## config.mk

```make
export PLATFORM = sky130hd
export DESIGN_NAME = div_stall_unit
export DESIGN_NICKNAME = d
export VERILOG_FILES = /design/src/rtl/div_stall_unit.sv
export SDC_FILE = /design/constraint.sdc
export NUM_CORES = 1
export LEC_CHECK = 0
export ABC_AREA = 0
export BUFFER_PORTS_ARGS = -buffer_cell sky130_fd_sc_hd__buf_2
export CAP_MARGIN = 20
export CORE_UTILIZATION = 40
export CTS_BUF_LIST = sky130_fd_sc_hd__clkbuf_4 sky130_fd_sc_hd__clkbuf_8
export DETAILED_ROUTE_END_ITERATION = 10
export PLACE_DENSITY = 0.62
export SYNTH_ARGS = -nofsm -noshare
export SYNTH_HDL_FRONTEND = slang
export SYNTH_SLANG_ARGS = --single-unit
```

## constraint.sdc

```tcl
create_clock -name clk -period 6.34 [get_ports clk]
set_input_delay 0 -clock clk [delete_from_list [all_inputs] [get_ports clk]]
set_output_delay 0 -clock clk [all_outputs]
set_load 0.05 [all_outputs]
```

## src/rtl/div_stall_unit.sv

```systemverilog
// Iterative radix-2 restoring divider for DIV/DIVU in the execute stage.
// Holds the E-stage stall while dividing and presents {HI=rem, LO=quot} with div_ready.
module div_stall_unit #(
  parameter int WIDTH = 32,
  parameter int CNT_W = 6
) (
  input  logic             clk,
  input  logic             rst,
  input  logic             startE,
  input  logic             signedE,
  input  logic [WIDTH-1:0] srcaE,
  input  logic [WIDTH-1:0] srcbE,
  input  logic             annul,
  output logic             div_stallE,
  output logic             div_ready,
  output logic [WIDTH-1:0] hi_out,
  output logic [WIDTH-1:0] lo_out,
  output logic [1:0]       stateDbg
);

  typedef enum logic [1:0] {
    IDLE = 2'd0,
    BUSY = 2'd1,
    DONE = 2'd2
  } state_t;

  state_t           state, stateNext;
  logic [CNT_W-1:0] count;
  logic [WIDTH-1:0] quot, rem, divisor;
  logic             quotNeg, remNeg, divZero;

  logic [WIDTH:0]   shifted, trial;
  logic             fits;
  logic [WIDTH-1:0] remStep, quotStep, quotFinal, remFinal;
  logic [WIDTH-1:0] absA, absB;
  logic             aNeg, bNeg, accept, lastStep;

  assign aNeg     = signedE & srcaE[WIDTH-1];
  assign bNeg     = signedE & srcbE[WIDTH-1];
  assign absA     = aNeg ? -srcaE : srcaE;
  assign absB     = bNeg ? -srcbE : srcbE;
  assign accept   = (state == IDLE) & startE & ~annul;
  assign lastStep = (count == CNT_W'(WIDTH - 1));

  // Stall is also dropped while reset is held so the pipeline is released at once.
  assign div_stallE = (((state == IDLE) & startE) | (state == BUSY)) & ~annul & ~rst;
  assign div_ready  = (state == DONE);
  assign stateDbg   = state;

  // One restoring step: shift in the next dividend bit, keep the difference if it fits.
  always_comb begin
    shifted   = {rem, quot[WIDTH-1]};
    trial     = shifted - {1'b0, divisor};
    fits      = (shifted >= {1'b0, divisor});
    remStep   = fits ? trial[WIDTH-1:0] : shifted[WIDTH-1:0];
    quotStep  = {quot[WIDTH-2:0], fits};
    quotFinal = divZero ? '1 : (quotNeg ? -quotStep : quotStep);
    remFinal  = remNeg ? -remStep : remStep;
  end

  always_comb begin
    stateNext = state;
    if (annul) begin
      stateNext = IDLE;
    end else begin
      case (state)
        IDLE:    if (startE) stateNext = BUSY;
        BUSY:    if (lastStep) stateNext = DONE;
        DONE:    stateNext = IDLE;
        default: stateNext = IDLE;
      endcase
    end
  end

  always_ff @(posedge clk or posedge rst) begin
    if (rst) state <= IDLE;
    else     state <= stateNext;
  end

  always_ff @(posedge clk or posedge rst) begin
    if (rst) begin
      count   <= '0;
      quot    <= '0;
      rem     <= '0;
      divisor <= '0;
      quotNeg <= 1'b0;
      remNeg  <= 1'b0;
      divZero <= 1'b0;
      hi_out  <= '0;
      lo_out  <= '0;
    end else if (annul) begin
      count <= '0;
    end else if (accept) begin
      quot    <= absA;
      divisor <= absB;
      rem     <= '0;
      count   <= '0;
      quotNeg <= aNeg ^ bNeg;
      remNeg  <= aNeg;
      divZero <= (srcbE == '0);
    end else if (state == BUSY) begin
      quot  <= quotStep;
      rem   <= remStep;
      count <= count + CNT_W'(1);
      if (lastStep) begin
        hi_out <= remFinal;
        lo_out <= quotFinal;
      end
    end
  end

endmodule

```

* Word level (Yosys, flattened, before mapping) *
Cells that the tools add are included.

storage, ports and cells
  output and inout port bits = 68
  bits of input ports = 69
  logic and storage cells = 58
  flip-flop bits (word level) = 171

operators by class
  muxes and demuxes = 17
  $lt $le $gt $ge = 1
  bitwise gates (word level) = 11
  reductions and logical operators = 8
  equality and inequality tests = 5
  add/subtract/negate cells = 6

operator list
  kind                                            count
  two-way mux 32 bit                              10
  negation 32 bit                                 4
  >= comparator 33 x 32 -> 1 bit                  1
  logical NOT 32 bit                              1
  subtractor 32 bit                               1
  two-way mux 6 bit                               3
  adder 6 x 1 -> 6 bit (second input constant)    1
  AND 1 bit                                       6
  == test 6 x 5 -> 1 bit (second input constant)  1
  two-way mux 2 bit                               3
  inequality test 3 bit (second input constant)   2
  AND reduction 2 bit                             3
  case mux 2 bit (2 select lines)                 1
  AND reduction 4 bit                             1
  inverter 1 bit                                  3
  nonzero test 3 bit                              1
  == test 2 x 1 -> 1 bit (second input constant)  1
  == test 2 bit (second input constant)           1
  logical NOT 2 bit                               1
  nonzero test 2 bit                              1
  OR 1 bit                                        1
  XOR 1 bit                                       1

* Depth between registers and ports, before layout *
  depth after elaboration = 5
  gate-level depth with buffers = 23
  depth with buffers taken out = 18

* Least setup slack after synthesis *
Ideal clock, no wire load.

  path kind = register -> register
  from = register rem[5]
  to = register hi_out[30]
  path slack = 0.988 ns
  data arrival time = 5.230 ns
  setup time = 0.122 ns
  buffers on the path = 4
  cell stages (with the launch flop) = 22
  required time = 6.218 ns
  clock period less this slack = 5.352 ns
  cell sequence = dfrtp_1 ha_1 a21o_1 nor2b_1 a311oi_2 a211oi_1 or3_1 buf_2 clkbuf_1 buf_2 buf_2 mux2_2 ha_1 nand2_1 or4_4 nand3b_1 or4_4 o31ai_2 nand4_1 o31ai_2 xnor2_1 o21ai_1

on the way
  word-level cells in the longest chain between the ends = 4
  elaborated cells on any way between the ends = 5
  those cells by class = add/sub: 2; order compare: 1; mux: 2

RTL lines
  element                                                              line    text
  start: declaration                                                   29      logic [WIDTH-1:0] quot, rem, divisor;
  start signal: assignment                                             103     rem <= remStep;
  subtractor 32 bit or >= comparator 33 x 32 -> 1 bit (tied branches)  53, 54
  two-way mux 32 bit (*)                                               55      remStep = fits ? trial[WIDTH-1:0] : shifted[WIDTH-1:0];
  negation 32 bit                                                      58      remFinal = remNeg ? -remStep : remStep;
  two-way mux 32 bit (*)                                               58
  end signal: assignment                                               106     hi_out <= remFinal;
  end: declaration                                                     16      output logic [WIDTH-1:0] hi_out,

Every way passes the cells marked *; elsewhere a longest branch is shown, timed or not.
A chain may end at the register's enable or synchronous reset.

* Worst setup path in the final report *
  from = register rem[23]
  to = register hi_out[30]

Same word-level chain as after synthesis.

==> flow_summary_export.csv <==
group,metric,value,unit
outcome,status,"finished, final reports clean",
sta,finClkSkew,0.0189,ns
clocking,cts_buffers,17,
floorplanning,die_area,30400,sq um
floorplanning,dieWidth,174,microns
sta,period_needed,5.47,ns
power_and_ir_drop,leakagePower,0.00623,uW
grt,grt_pass1_vias,10100,
yosys,netlist_instances,1426,
clocking,clk_pin_slew,0.10,ns
worst_setup_path,cp-end-kind,"register",
grt,grt.overflow.total,0,
yosys,synth_most_common_cell,"nand2_1",
floorplanning,coreArea,28900,sq um
yosys,async_flop_share,100,%
floorplanning,die_h,174,microns
sta,relSlewSlack,29.6,%
cells_and_area,drive_gt1_share,13.5,%
yosys,yosys_register_bits,171,
sta,rsz0062_at_grt,"no",
grt,antenna_found_initial,0,
floorplanning,std_cell_rows,62,
route,via_count,11100,
cells_and_area,n_antenna_cell,0,
sta,post-route-period-util,86.3,%
yosys,ys.flop_type,"dfrtp_1",
placement,dp_hpwl,26300,microns
yosys,synth_common_cells,"nand2_1, dfrtp_1, o21ai_0, nor2_1, a21oi_1",
worst_setup_path,startpoint_type,"register",
worst_setup_path,r2r_slack,0.87,ns
route,dr.pass1.iters,5,
sta,tightest_slew,1.05,ns
worst_setup_path,required,6.69,ns
sta,setup_viol,0,
worst_setup_path,worstPathCellList,"ha_1, nand2_1, nor4_1, nand3_1, a211oi_1, or3_1, mux2i_1, ha_1, nand2_1, or4_4, nand3b_1, or4_4, o31ai_2, nand4_1, o31ai_2, xnor2_1, o21ai_1",
yosys,synth.net_count,1533,
worst_setup_path,critical-path-max-stage-delay,0.61,ns
placement,placed_area,12800,sq um
worst_setup_path,rr_endpoint,"hi_out[30]$_DFFE_PP0P_",
clocking,clock_path_buffers,2,
route,drc_errors,0,
worst_setup_path,worst-setup-path-type,"register to register",
power_and_ir_drop,cellPowerDensity,293,nW/um^2
sta,fmax,183,MHz
hold_path,min_path_type,"primary input to register",
placement,gp_congestion,0.925,
cells_and_area,final_area,14000,sq um
worst_setup_path,arrival,5.82,ns
grt,grt_pass1_wl,56300,microns
route,drt_wl_total,35200,microns
worst_setup_path,timing.rr.start,"rem[23]$_DFFE_PP0P_",
worst_setup_path,crit_buf_inv,0,
hold_path,hold-path-cell-count,5,
cells_and_area,final_net_count,1705,
sta,drv_slew,0,
floorplanning,io-pin-count,137,
route,viasPerCell,5.59,
route,wl_per_cell,17.6,microns
yosys,synthTopCellsByArea,"dfrtp_1, o21ai_0, xnor2_1",
worst_setup_path,critPathTopFamily,"simple AND/OR/NAND/NOR gates",
cells_and_area,utilization,48.3,%
yosys,synth_edf_count,0,
worst_setup_path,cp_max_fo,8,
hold_path,hold_end,"quot[3]$_DFFE_PP0P_",
clocking,cts_tree,"yes",
job,drv_cap,0,
grt,grt_use_total,23.4,%
clocking,cts-root-buf,"clkbuf_8",
route,ant_nets,0,
yosys,synth_top_area_share,36.0,%
sta,hold_violations,0,
grt,grt_max_degree,98,
yosys,yosysUniqueCellTypes,81,
placement,io_buffer_count,136,
yosys,ys_warn_count,0,
yosys,synth_top_area_cell,"dfrtp_1",
yosys,avgSynthCellArea,8.33,sq um
cells_and_area,area_growth,17.8,%
worst_setup_path,crit_slowest_cell,"nor4_1",
clocking,clkSinkCount,171,
sta,tns,0,ns
power_and_ir_drop,vdd_drop_max,164,uV
yosys,synth_area,11900,sq um
clocking,htreeDepth,4,
yosys,yosysSeqAreaShare,36.0,%
route,drt_iter0_drc,950,
cells_and_area,n_fill_cell,2854,
clocking,clock_latency,0.48,ns
hold_path,min_from,"srcaE[1]",
worst_setup_path,reg2reg_depth,17,
floorplanning,initial_core_util,41.0,%
## flip-flops by register name (all words and copies together), names as in the netlist
name	count
divZero	1
rem	32
divisor	32
hi_out	32
quot	32
quotNeg	1
remNeg	1
stateDbg	2
count	6
lo_out	32
## layout make-up
type | count | area [sq um] | area share, %
Clock buffer | 18 | 241 | 1.73
Clock inverter | 14 | 165 | 1.18
Inverter | 54 | 208 | 1.49
Multi-Input combinational cell | 1126 | 7040 | 50.3
Sequential cell | 171 | 4280 | 30.6
Tap cell | 384 | 480 | 3.44
Timing Repair Buffer | 228 | 1570 | 11.2
## worst min-delay path: stages
cell	delay [ns]
buf_2	0.11
o31ai_1	0.09
xnor2_1	0.13
nor2_1	0.13
a31oi_1	0.06
## per-layer routing
layer  track usage, %  wire, microns
met2             33.2          14600
met1             37.1          18100
met3             3.54           2120
met4             4.86            362
met5                0              0
## logic make-up after synthesis
family	synth area share, %
simple gates	19.2
compound gates	22.6
flops	36.0
xor+xnor	11.3
buf+inv	4.76
fa+ha+maj	4.07
mux	2.03
## worst max-delay path by stage
stage,startpoint,to,cells past startpoint
3_3_place_gp,rem[5]$_DFFE_PP0P_,hi_out[30]$_DFFE_PP0P_,17
4_1_cts,rem[5]$_DFFE_PP0P_,hi_out[30]$_DFFE_PP0P_,17
5_1_grt,rem[23]$_DFFE_PP0P_,hi_out[30]$_DFFE_PP0P_,17
6_report,rem[23]$_DFFE_PP0P_,hi_out[30]$_DFFE_PP0P_,17
3_5_place_dp,rem[5]$_DFFE_PP0P_,hi_out[30]$_DFFE_PP0P_,17
2_1_floorplan,rem[5]$_DFFE_PP0P_,hi_out[30]$_DFFE_PP0P_,21
## power breakdown
part           internal, uW  switching, uW  total, uW
logic                   725           1170       1890
clock network           364            455        819
registers              1220            168       1380
total                  2300           1790       4090
## placed cells by master (no fill, tap or decap), types with 17 or more instances in the layout
cell           instances
a21oi_1               94
a22oi_1               18
a31oi_1               28
buf_2                136
clkbuf_8              17
dfrtp_1              171
dlygate4sd3_1         80
ha_1                  37
inv_1                 51
mux2i_1               18
nand2_1              188
nand3_1               44
nand4_1               19
nor2_1               110
nor3_1                22
nor4_1                20
o21ai_0              158
o21ai_1               19
o31ai_1               25
xnor2_1               82
xor2_1                71
## through the flow
stage / hold slack, ns / worst slack (ns) / std cells / total power, uW
5_1_grt: 0.110 / 0.470 / 1995 / 4370
3_3_place_gp: 0.0778 / 1.19 / 1883 / 3220
2_1_floorplan: 0.136 / 0.988 / 1426 / 2740
3_5_place_dp: 0.0824 / 1.02 / 1883 / 3220
4_1_cts: 0.0612 / 0.982 / 1995 / 4090
6_report: 0.0820 / 0.866 / 1995 / 4090
## repair_timing
item,4_1_cts,5_1_grt
hold buffers,80,0
hold endpoints to repair,122,0
resized for setup,0,0
buffers inserted,0,0
(Power assumes the default switching activity.)
